--- config.mk ---
export PLATFORM = sky130hd
export DESIGN_NAME = alu_serial_driver
export DESIGN_NICKNAME = d
export VERILOG_FILES = /design/src/rtl/alu_serial_driver.sv
export SDC_FILE = /design/constraint.sdc
export NUM_CORES = 1
export LEC_CHECK = 0
export BUFFER_PORTS_ARGS = -buffer_cell sky130_fd_sc_hd__buf_2
export CAP_MARGIN = 20
export CELL_PAD_IN_SITES_DETAIL_PLACEMENT = 0
export CELL_PAD_IN_SITES_GLOBAL_PLACEMENT = 1
export CORE_MARGIN = 4
export CORE_UTILIZATION = 47
export CTS_CLUSTER_DIAMETER = 80
export CTS_CLUSTER_SIZE = 8
export DETAILED_ROUTE_END_ITERATION = 10
export GPL_TIMING_DRIVEN = 0
export PLACE_DENSITY = 0.81
export REMOVE_ABC_BUFFERS = 1
export SLEW_MARGIN = 40
export SYNTH_ARGS = -nofsm -noshare
export SYNTH_HDL_FRONTEND = slang
export SYNTH_SLANG_ARGS = --single-unit
--- constraint.sdc ---
create_clock -name clk -period 4.45 [get_ports clk]
set_clock_uncertainty 0.1 [all_clocks]
set_input_delay 0.6675 -clock clk [delete_from_list [all_inputs] [get_ports clk]]
set_output_delay 0.6675 -clock clk [all_outputs]
set_load 0.02 [all_outputs]
--- src/rtl/alu_serial_driver.sv ---
// Bit-serial sequencer for a 1-bit ALU slice: feeds operands LSB first, chains the
// carry through a register and assembles result, zero and overflow at the MSB edge.
module alu_serial_driver #(
    parameter int WIDTH = 32
) (
    input  logic             clk,
    input  logic             rst_n,
    input  logic             start,
    input  logic [5:0]       funct,
    input  logic [WIDTH-1:0] opA,
    input  logic [WIDTH-1:0] opB,
    output logic             busy,
    output logic             done,
    output logic [WIDTH-1:0] result,
    output logic             zero,
    output logic             overflow,
    output logic             slice_a,
    output logic             slice_b,
    output logic             slice_cin,
    output logic [5:0]       slice_sig,
    output logic             slice_less,
    input  logic             slice_out,
    input  logic             slice_cout
);

    localparam int IW = (WIDTH > 1) ? $clog2(WIDTH) : 1;

    localparam logic [5:0] F_AND = 6'h24;
    localparam logic [5:0] F_OR  = 6'h25;
    localparam logic [5:0] F_SUB = 6'h22;
    localparam logic [5:0] F_SLT = 6'h2A;

    typedef enum logic [1:0] {
        S_IDLE,
        S_RUN,
        S_DONE
    } state_t;

    state_t           state, state_nxt;
    logic [WIDTH-1:0] a_q, b_q, shadow;
    logic [WIDTH-1:0] fin;
    logic [5:0]       funct_q;
    logic [IW-1:0]    idx;
    logic             carry;
    logic             run, last;
    logic             start_neg_b;
    logic             op_slt, op_no_ovf;
    logic             less, ovf_nxt;

    assign run  = (state == S_RUN);
    assign last = run && (idx == IW'(WIDTH - 1));

    // SUB and SLT seed the carry with 1 to complete the two's complement of B.
    assign start_neg_b = (funct == F_SUB) || (funct == F_SLT);
    assign op_slt      = (funct_q == F_SLT);
    assign op_no_ovf   = (funct_q == F_AND) || (funct_q == F_OR) || op_slt;

    // Sign of A-B corrected for overflow; carry-in to the MSB cancels out.
    assign less    = a_q[WIDTH-1] ^ ~b_q[WIDTH-1] ^ slice_cout;
    assign ovf_nxt = op_no_ovf ? 1'b0 : (carry ^ slice_cout);

    always_comb begin
        fin            = shadow;
        fin[WIDTH-1]   = slice_out;
        if (op_slt) begin
            fin    = '0;
            fin[0] = less;
        end
    end

    always_comb begin
        state_nxt = state;
        case (state)
            S_IDLE:  if (start) state_nxt = S_RUN;
            S_RUN:   if (last)  state_nxt = S_DONE;
            S_DONE:  state_nxt = S_IDLE;
            default: state_nxt = S_IDLE;
        endcase
    end

    always_ff @(posedge clk or negedge rst_n) begin
        if (!rst_n) begin
            state    <= S_IDLE;
            a_q      <= '0;
            b_q      <= '0;
            funct_q  <= '0;
            shadow   <= '0;
            idx      <= '0;
            carry    <= 1'b0;
            result   <= '0;
            zero     <= 1'b0;
            overflow <= 1'b0;
        end else begin
            state <= state_nxt;
            if (state == S_IDLE && start) begin
                a_q     <= opA;
                b_q     <= opB;
                funct_q <= funct;
                shadow  <= '0;
                idx     <= '0;
                carry   <= start_neg_b;
            end else if (run) begin
                shadow[idx] <= slice_out;
                carry       <= slice_cout;
                idx         <= idx + 1'b1;
                if (last) begin
                    result   <= fin;
                    zero     <= (fin == '0);
                    overflow <= ovf_nxt;
                end
            end
        end
    end

    assign busy       = run;
    assign done       = (state == S_DONE);
    assign slice_a    = run ? a_q[idx] : 1'b0;
    assign slice_b    = run ? b_q[idx] : 1'b0;
    assign slice_cin  = run ? carry : 1'b0;
    assign slice_sig  = run ? funct_q : 6'h00;
    assign slice_less = 1'b0;

endmodule
==> impl_results.md, run 1 <==
- Avg WL per Cell: ~16 microns
- Post-synthesis adder-cell area fraction: 0.009402
- Io pins: ~120
- Final worst setup slack: about 1.2 ns
- CTS Buffer Depth: 2
- FP Rows: 43
- Critical path's largest stage delay: 0.86 ns
- CP cell instances: nor2b_1, a22o_1, nor3_1, a21oi_1, o211ai_1, buf_2
- Die width: between 100 and 150 microns
- Max VDD drop: between 300 and 400 uV
- Sequential fraction of the synthesis area: 0.5378
- Starting DRT DRC Count: 244
- CTS-repair resized insts: 0
- Worst Max-Slew Pin Slew: approximately 0.80 ns
- RSZ-0062 raised after global routing: no
- Post-route design area: 0.008054 sq mm
- Fmax: about 0.31 GHz
- Gr ovfl total: 0
- ANT cells: 0
- Post-Layout Cell Count: between 900 and 1000
- HP Class: in -> reg
- Nets@finish: just under 800
- Syn Inst Count: about 600
- H-tree depth: 4
- Max stage delay cell, worst path: dfrtp_1
- Yosys reg bits: 143
- Final worst path period share: 0.7206
- Cell Pwr Density: around 690 mW/mm^2
- P_leak: 3.766 nW
- PortBufs: 119
- Crit end category: output pin
- Largest family of logic cells by synthesized area: multiplexers
- Compound-cell area share of the yosys netlist: 0.06920
- CTS tree: yes
- Placed cell areas: approximately 0.0074 sq mm
- Mapped Area: 0.006654 sq mm
- Setup-failing EPs final: 0
- Overall routing resource usage: 0.1954
- Synthesis warning total: 0
- Post-synthesis xor/xnor area fraction: 0.003949
- Crit path kind: reg -> out
- Crit path DAT: between 2 and 2.5 ns
- Root Buffer: clkbuf_16
- Critical Path Start Type: register
- Total power: about 5.5 mW
- Rel. slew slack: 0.4658
- Max Cap Violations: 0
- Cells after DPL: about 900
- Synth cell types: 44
- Clock-pin slew on the worst setup and hold paths: 0.06 ns
- DR pass1 iterations: 6
- Hold Vio Cnt, Final: 0
- Vias: 4829
- Reg2reg path depth: 7
- Die height: approximately 130 microns
- Post-route ant nets: 0
- Die Area: around 0.016 sq mm
- Hold Path Cell Cnt: 2
- Final Wtd Congestion: slightly below 0.8
- CP top delay family: flip-flops
- Core Region: 0.01388 sq mm
- Outcome: finished clean
- Clock sink count: between 100 and 150
- DRC: 0
- Layout area overhead: 21.04%
- Largest net degree at the start of global routing: 66
- CP Depth: 6
- Mux contribution to synthesized area: 0.1965
- Post-place setup slack: 1.710 ns
- Final HPWL from detailed placement: around 10 mm
- Minimum clock period: roughly 3.2 ns
- Final wirelength: 14.70 mm
- Worst skew pair latency: between 0.4 and 0.5 ns
- CP Buf/Inv Count: 1
- Hold WS: between 0.3 and 0.4 ns
- Initial antenna violation count: 1
- Synth Area in Simple Gates: 0.1440
- Vias in the first global route: 5037
- CP required: approximately 3.7 ns
- Slew Limit Fails: 0
- Initial Util: 0.4794
- Total CTS buffers: 17
- First-pass GRT wire length: ~25 mm
- Syn_area_per_cell: 10.91 sq um
- Max FO, Critical Path: 25
- Share of layout cells above drive strength 1: 0.3301
- Via-per-instance ratio: between 5 and 6
==> where the power goes <==
part	leakage, nW	switching (mW)	internal [mW]
Sequential	1.77	0.453	1.81
Combinational	1.70	0.925	0.884
Clock	0.293	0.538	0.925
Total	3.77	1.92	3.62
==> kinds of logic after synthesis <==
logic type / after synthesis
AO/OA/AOI/OAI: 79
XOR/XNOR: 3
adder cells (fa/ha/maj): 5
buffers and inverters: 48
flip-flops: 143
multiplexers: 119
other: 1
AND/OR/NAND/NOR: 212
==> synth_stat cells <==
cell,count,share of area
nor4b_1,1,0.0013
dfrtp_1,143,0.54
nor4_1,9,0.0085
conb_1,1,0.00056
xnor2_1,2,0.0026
a21oi_1,16,0.012
a22o_1,4,0.0053
inv_2,2,0.0011
and2_1,11,0.010
nand3b_1,3,0.0034
o21ai_0,40,0.030
mux2_2,73,0.12
or2_1,1,0.00094
buf_2,19,0.014
o22ai_1,4,0.0038
and3_1,2,0.0019
clkbuf_1,12,0.0068
a31oi_1,1,0.00094
o21ba_2,1,0.0015
mux2i_1,44,0.066
nor3_1,4,0.0030
a21o_1,1,0.0011
nor2b_1,7,0.0066
o22a_1,1,0.0013
nand2_1,101,0.057
a32oi_1,1,0.0013
o211ai_1,1,0.0011
a311oi_1,1,0.0013
buf_6,2,0.0034
a31o_2,1,0.0013
buf_4,10,0.011
nor3_2,1,0.0015
nand4_1,4,0.0038
nor2_1,34,0.019
nand2b_1,3,0.0028
a22oi_1,5,0.0056
inv_1,3,0.0017
nand2b_2,1,0.0013
nand3_1,30,0.023
mux4_2,2,0.0068
o32ai_1,1,0.0013
ha_1,5,0.0094
o21bai_1,1,0.0011
xor2_1,1,0.0013
==> layer usage <==
layer	track usage	up-vias	part of all wire
li1	-	2332	-
met1	0.2573	2357	0.45
met2	0.3035	115	0.48
met3	0.05978	23	0.058
met4	0.07886	2	0.020
met5	0	-	0.0012
==> worst paths after layout <==
| path | from | end | slack [ns] |
|---|---|---|---|
| setup / recovery | idx[2] | slice_b | 1.24 |
| hold / removal | opB[23] | b_q[23] | 0.37 |
| setup reg to reg | idx[1] | zero | 1.84 |
| hold reg to reg | overflow | overflow | 0.37 |
| max in group asynchronous | rst_n | b_q[27] | 2.80 |
| min in group asynchronous | rst_n | result[29] | 0.60 |
==> state kept, by name (all words and copies together), names as in the netlist <==
register and flops:
a_q 32, b_q 32, carry 1, funct_q 6, idx 5, overflow 1, result 32, shadow 31
state 2, zero 1
==> stage by stage <==
step	util	setup TNS, ns
after floorplan	-	-86.62
after global placement	0.5214	-274.99
after detailed placement	0.5355	0
after CTS	0.5802	0
after global routing	0.5802	0
final	0.5802	0
==> cell usage in the layout (no fill, tap or decap), drive strengths merged, types with 5 or more instances in the layout <==
cell type / netlist / layout
buf: 31 / 127
a21oi: 16 / 16
nand2: 101 / 101
ha: 5 / 5
dfrtp: 143 / 143
mux2i: 44 / 44
nor4: 9 / 9
and2: 11 / 11
mux2: 73 / 73
clkbuf: 12 / 23
nor3: 5 / 5
nor2: 34 / 34
nor2b: 7 / 7
o21ai: 40 / 40
nand3: 30 / 30
a22oi: 5 / 5
inv: 5 / 5
==> cell type report <==
| cell class | count | area [sq um] |
|---|---|---|
| Multi-Input combinational cell | 419 | 2834 |
| Tap cell | 180 | 225.2 |
| Clock buffer | 23 | 478.0 |
| Sequential cell | 143 | 3582 |
| Timing Repair Buffer | 128 | 783.3 |
| Fill cell | 1191 | 5827 |
| Inverter | 5 | 18.77 |
| Clock inverter | 9 | 132.6 |
==> timing repair <==
action                                  in CTS  in global routing
hold endpoints to repair                    30                  0
endpoints found under the setup margin       0                  0
setup buffers                                0                  0
hold buffers                                 1                  0
Power figures use the tool's default switching activity.
==> inputs of run 2 (changes only) <==
Settings changed: ABC_AREA set to 1, CORE_UTILIZATION 47 to 37, PLACE_DENSITY 0.81 to 0.72.
Clock period 4.45 ns to 2.7 ns, I/O delays scaled along.
==> run 2 against run 1 <==
  * Non-clock buffer count did not move
  * Cell count rose by 34%
  * Register-to-register slack worse by 1.5 ns
  * Sequential power up 63%
  * Clock power increased by 62%
  * Wire length rose by 16%
  * Final area is 2.2% higher
  * Hold slack worse by 0.30 ns
  * Area after synthesis rose by 1.2%
==> impl_results.md, run 2 <==
- Outcome: finished clean
- Minimum clock period: roughly 2.6 ns
- Dominant cell by count in the synthesized netlist: nand2_1
- Max VDD drop: roughly 590 uV
- Avg WL per Cell: 13.98 microns
- FF-to-FF setup slack: around 0.34 ns
- Hold Vio Cnt, Final: 0
- Initial Util: 0.3760
- Number of fill cells in the layout: between 1500 and 2000
- Die height: ~140 microns
- PortBufs: between 100 and 150
- Clock-pin slew on the worst setup and hold paths: approximately 0.060 ns
- RSZ-0062 raised after global routing: yes
- FP Rows: a little under 50
- Top post-synthesis cells by area: dfrtp_1 (53%), nand2_1 (21%), o21ai_0 (6.0%)
- Final worst path period share: 0.9591
- DR pass1 iterations: 5
- Hold Path Cell Cnt: 3
- Initial antenna violation count: 0
- Synth area leader: dfrtp_1
- Mapped Area: between 0.006 and 0.007 sq mm
- Worst Max-Slew Pin Slew: between 0.6 and 0.7 ns
- Setup-failing EPs final: 0
- Crit path kind: reg -> out
- Final Wtd Congestion: ~0.76
- Vias: approximately 5700
- Via-per-instance ratio: 4.683
- Core Region: about 0.018 sq mm
- Io pins: roughly 120
- Top-area cell type share of the netlist area: 0.5316
- HP Class: in -> reg
- FF-to-FF End: zero
- Synthesis warning total: 0
- Worst skew pair latency: between 0.4 and 0.5 ns
- Rel. slew slack: 0.5464
- CTS Buffer Depth: 2
- Starting DRT DRC Count: between 300 and 400
- DRC: 0
- Synth cell types: 32
- Syn Inst Count: approximately 870
- Slew Limit Fails: 0
- Final HPWL from detailed placement: ~11 mm
- First-pass GRT wire length: between 20 and 30 mm
- CTS tree: yes
- Cells after DPL: 1180
- Syn_area_per_cell: just under 8 sq um
- Top_reg_cell synth: dfrtp_1
- Die Area: approximately 0.020 sq mm
- Largest registers: a_q (32), b_q (32), result (32)
- Critical Path Start Type: register
- Layout area overhead: 22.27%
- ANT cells: 0
- H-tree depth: 4
- Nets@finish: 1055
- Max FO, Critical Path: 6
- Most frequent cells in the layout: nand2_1 (368), dfrtp_1 (141), buf_2 (118), o21ai_0 (81), nor2_1 (74)
- Crit path DAT: between 2 and 2.5 ns
- Post-route ant nets: 0
- Max Cap Violations: 0
- Top cells by instance count after synthesis: nand2_1 (369), dfrtp_1 (143), o21ai_0 (81), nor2_1 (77), inv_1 (45)
- Number of flops mapped to enable cells by yosys: 0
- Total power: approximately 10 mW
- Clock sink count: about 140
- Final wirelength: around 17 mm
- Synth async-reset ratio: 1.000
- Largest net degree at the start of global routing: 74
- Total CTS buffers: 17
- Share of layout cells above drive strength 1: 0.1862
- Crit end category: output pin
- CP Launch Point: idx[4]
- Vias in the first global route: between 5000 and 6000
- Gr ovfl total: 0
- CP required: 2.19 ns
- Hold Crit Start: opA[26]
- Overall routing resource usage: 0.1735
- WHS Endpoint: a_q[26]
- P_leak: ~4.5 nW
- Post-Layout Cell Count: between 1000 and 1500
- Cell Pwr Density: 1208 mW/mm^2
- Die width: ~140 microns
- Most common cell after layout, fill and taps aside: nand2_1
- Reg2reg path depth: 10
- Root Buffer: clkbuf_16
- Sequential fraction of the synthesis area: 0.5316
- Reg2Reg Launch Point: idx[1]
- Yosys reg bits: around 140
- Fmax: 0.3862 GHz
run 2: layout make-up:
| cell class | count | area [sq um] | share of cell area |
|---|---|---|---|
| Timing Repair Buffer | 128 | 768.2 | 0.09334 |
| Clock buffer | 20 | 466.7 | 0.05670 |
| Multi-Input combinational cell | 630 | 2763 | 0.3357 |
| Tap cell | 229 | 286.5 | 0.03481 |
| Clock inverter | 12 | 133.9 | 0.01627 |
| Sequential cell | 143 | 3586 | 0.4357 |
| Inverter | 55 | 226.5 | 0.02752 |
run 2: repair_timing:
item                                    4_1_cts  5_1_grt
buffers inserted                              3        1
endpoints found under the hold margin       143        0
hold buffers                                  1        0
cloned                                        0        0
gates resized for setup                       9        5
endpoints found under the setup margin       37        7
run 2: kinds of logic (layout without fill, tap and decap cells):
logic type / Yosys count / after routing / synth area share
buf+inv: 101 / 215 / 0.06431
xor+xnor: 4 / 4 / 0.005205
simple gates: 500 / 500 / 0.2944
flops: 143 / 143 / 0.5316
fa+ha+maj: 5 / 5 / 0.009294
other cells: 1 / 1 / 0.0005571
compound gates: 120 / 120 / 0.09461
run 2: metrics by stage:
| stage | hold WS [ns] | setup TNS [ns] | cell area [sq um] | util | setup slack [ns] |
|---|---|---|---|---|---|
| after floorplan | 0.009409 | -32.45 | 6505 | - | -0.4317 |
| after global placement | 0.3562 | -375.91 | 7387 | 0.4126 | -1.896 |
| after detailed placement | 0.09343 | -16.79 | 7520 | 0.4200 | -0.5650 |
| after CTS | 0.05557 | 0 | 8200 | 0.4581 | 0.03579 |
| after global routing | 0.05878 | -0.07609 | 8230 | 0.4597 | -0.05511 |
| final | 0.07205 | 0 | 8230 | 0.4597 | 0.1106 |
run 2: how the worst max path moves through the flow:
stage                      to  cells past startpoint  slack (ns)
global route          slice_b                      8       -0.06
CTS                   slice_b                      7        0.04
detailed placement  result[4]                      8       -0.57
global placement    shadow[0]                      6       -1.90
finish                slice_b                      8        0.11
floorplan           shadow[0]                      6       -0.43
run 2: power breakdown:
group	internal (mW)	leakage, nW	switching, mW	total [mW]
registers	3.07	1.81	0.604	3.68
logic	1.37	2.41	2.52	3.90
clock network	1.43	0.281	0.930	2.37
total	5.88	4.51	4.06	9.94
run 2: metal layers:
layer  global-route usage  vias up  wire length (microns)
li1                     -     2969                      -
met5                    0        -                      0
met1               0.2493     2601                   8238
met4              0.04952        0                    206
met2               0.2683      112                   7797
met3              0.03349       17                    770
run 2: worst max-delay path, stage by stage, from the launching register on:
cell     delay (ns)
dfrtp_1        0.43
nor2_1         0.12
inv_1          0.07
nor2_1         0.48
nand2_1        0.11
nand2_1        0.08
nor2_1         0.04
a21oi_1        0.12
buf_2          0.20
==> inputs of run 3 (changes only) <==
Settings changed: CORE_UTILIZATION 37 to 44, PLACE_DENSITY 0.72 to 0.81.
Clock period 2.7 ns to 3.27 ns, I/O delays scaled along.
==> run 3 against run 2 <==
  * Cell count shrank 4.0%
  * Worst setup slack gained 0.17 ns
  * Hold slack gained 0.081 ns
  * Power shrank 17%
  * Core utilization grew 9.1 points
  * First-iteration DRC count grew 16%
  * Via count shrank 1.7%
  * Clock power shrank 11%
  * Register-to-register slack gained 0.12 ns
  * Sequential share of layout area grew 0.55 points
  * Combinational power shrank 23%
  * Critical endpoint unchanged
  * Largest cell class unchanged
  * Highest routed layer unchanged
==> impl_results.md, run 3 (synthesized netlist as in run 2, its figures left out) <==
- Outcome: finished clean
- Most common cell after layout, fill and taps aside: nand2_1
- CP Buf/Inv Count: 2
- PortBufs: 119
- Largest registers: a_q (32), b_q (32), result (32)
- Crit path DAT: 2.40 ns
- Worst skew pair latency: roughly 0.43 ns
- DRC: 0
- Clock-pin slew on the worst setup and hold paths: approximately 0.06 ns
- Core Region: around 0.015 sq mm
- Fmax: around 0.33 GHz
- Clock sink count: 143
- Die Area: approximately 0.017 sq mm
- Total CTS buffers: 17
- Hold Vio Cnt, Final: 0
- Crit end category: output pin
- Max Cap Violations: 0
- Io pins: about 120
- Vias: between 5000 and 6000
- First-pass GRT wire length: about 27 mm
- Layout area overhead: 20.65%
- CP cell instances: inv_4, nor2_1, o21ai_0, nand2_1, nand2_1, nor2_1, a21oi_1, buf_2
- Die height: 131.7 microns
- Most frequent cells in the layout: nand2_1 (368), dfrtp_1 (141), buf_2 (118), o21ai_0 (81), nor2_1 (77)
- Critical Path Start Type: register
- Final worst setup slack: about 0.28 ns
- CP top delay family: flip-flops
- CTS Buffer Depth: 2
- HP Class: in -> reg
- Root Buffer: clkbuf_16
- Max FO, Critical Path: 37
- DR pass1 iterations: 4
- Worst Max-Slew Pin Slew: between 0.6 and 0.7 ns
- Largest net degree at the start of global routing: between 70 and 80
- Starting DRT DRC Count: ~390
- Cell Pwr Density: between 1000 and 1500 mW/mm^2
- Rel. slew slack: 0.5531
- Final Wtd Congestion: between 0.7 and 0.8
- Critical path's largest stage delay: around 0.65 ns
- RSZ-0062 raised after global routing: no
- Die width: 131.7 microns
- Via-per-instance ratio: 4.796
- ANT cells: 0
- Overall routing resource usage: 0.1942
- Avg WL per Cell: 13.84 microns
- Core Util, Final: 0.5505
- P_leak: around 4.5 nW
- FP Rows: between 40 and 50
- Setup-failing EPs final: 0
- Initial antenna violation count: 0
- Nets@finish: roughly 1100
- Crit path kind: reg -> out
- Postcts setup bufs: 0
- Post-place setup slack: approximately 0.095 ns
- Final worst path period share: 0.9156
- Final HPWL from detailed placement: ~11 mm
- Hold WS: 0.1535 ns
- Share of layout cells above drive strength 1: 0.1768
- Max VDD drop: 443.7 uV
- Final wirelength: 16.17 mm
- Gr ovfl total: 0
- Slew Limit Fails: 0
- Minimum clock period: approximately 3 ns
- Max stage delay cell, worst path: dfrtp_4
- Post-route ant nets: 0
- H-tree depth: 4
- Initial Util: 0.4562
- Total power: between 8 and 9 mW
- CTS tree: yes
- Vias in the first global route: roughly 5600
- CP required: about 2.7 ns
-- run 3: cell count changes in the layout (fill, tap and decap cells not counted), sizes merged --
cell	before	now
clkbuf	20	19
clkinvlp	5	3
buf	127	123
bufinv	2	5
-- run 3: worst min-delay path, cell delays in order --
cell	delay, ns
buf_2	0.07
nand2_1	0.04
nand2_1	0.04
-- run 3: final timing paths --
check	from	end	slack [ns]	cells past startpoint
worst max-delay path	idx[0]	slice_b	0.28	8
worst min-delay path	opB[13]	b_q[13]	0.15	3
worst max register to register	idx[1]	result[9]	0.46	8
worst min register to register	result[31]	result[31]	0.37	2
max in group asynchronous	rst_n	a_q[18]	1.82	3
min in group asynchronous	rst_n	result[1]	0.52	2
-- run 3: what timing repair did --
| item | in CTS | in global routing |
|---|---|---|
| endpoints found under the hold margin | 69 | 0 |
| hold buffers | 1 | 0 |
| resized for setup | 1 | 1 |
| setup endpoints to repair | 1 | 1 |
| gates cloned | 0 | 0 |
| pin swaps | 0 | 0 |
-- run 3: metrics by stage --
step | area [sq um] | cells | setup TNS, ns
final | 8122 | 1168 | 0
after global routing | 8122 | 1168 | 0
after CTS | 8114 | 1168 | 0
after detailed placement | 7456 | 1135 | 0
after global placement | 7331 | 1131 | -210.70
after floorplan | 6505 | 828 | 0
-- run 3: power by group --
part           internal (mW)  leakage, nW  switching [mW]
combinational           1.06         2.39            1.96
sequential              2.53         1.81           0.572
clock                   1.36        0.304           0.750
-- run 3: per-layer routing --
metal	share of wire	track usage
met2	0.46	0.3057
met4	0.0095	0.05834
met3	0.057	0.05122
met1	0.48	0.2656
met5	0	0
-- run 3: cell type report --
class                      instances  area [sq um]
fill                            1448          6633
clock buffer                      19         432.9
clock inverter                    13         212.7
tap                              184         230.2
timing repair buffer             124         710.7
inverter                          55         211.5
multi-input combinational        630          2740
sequential                       143          3583
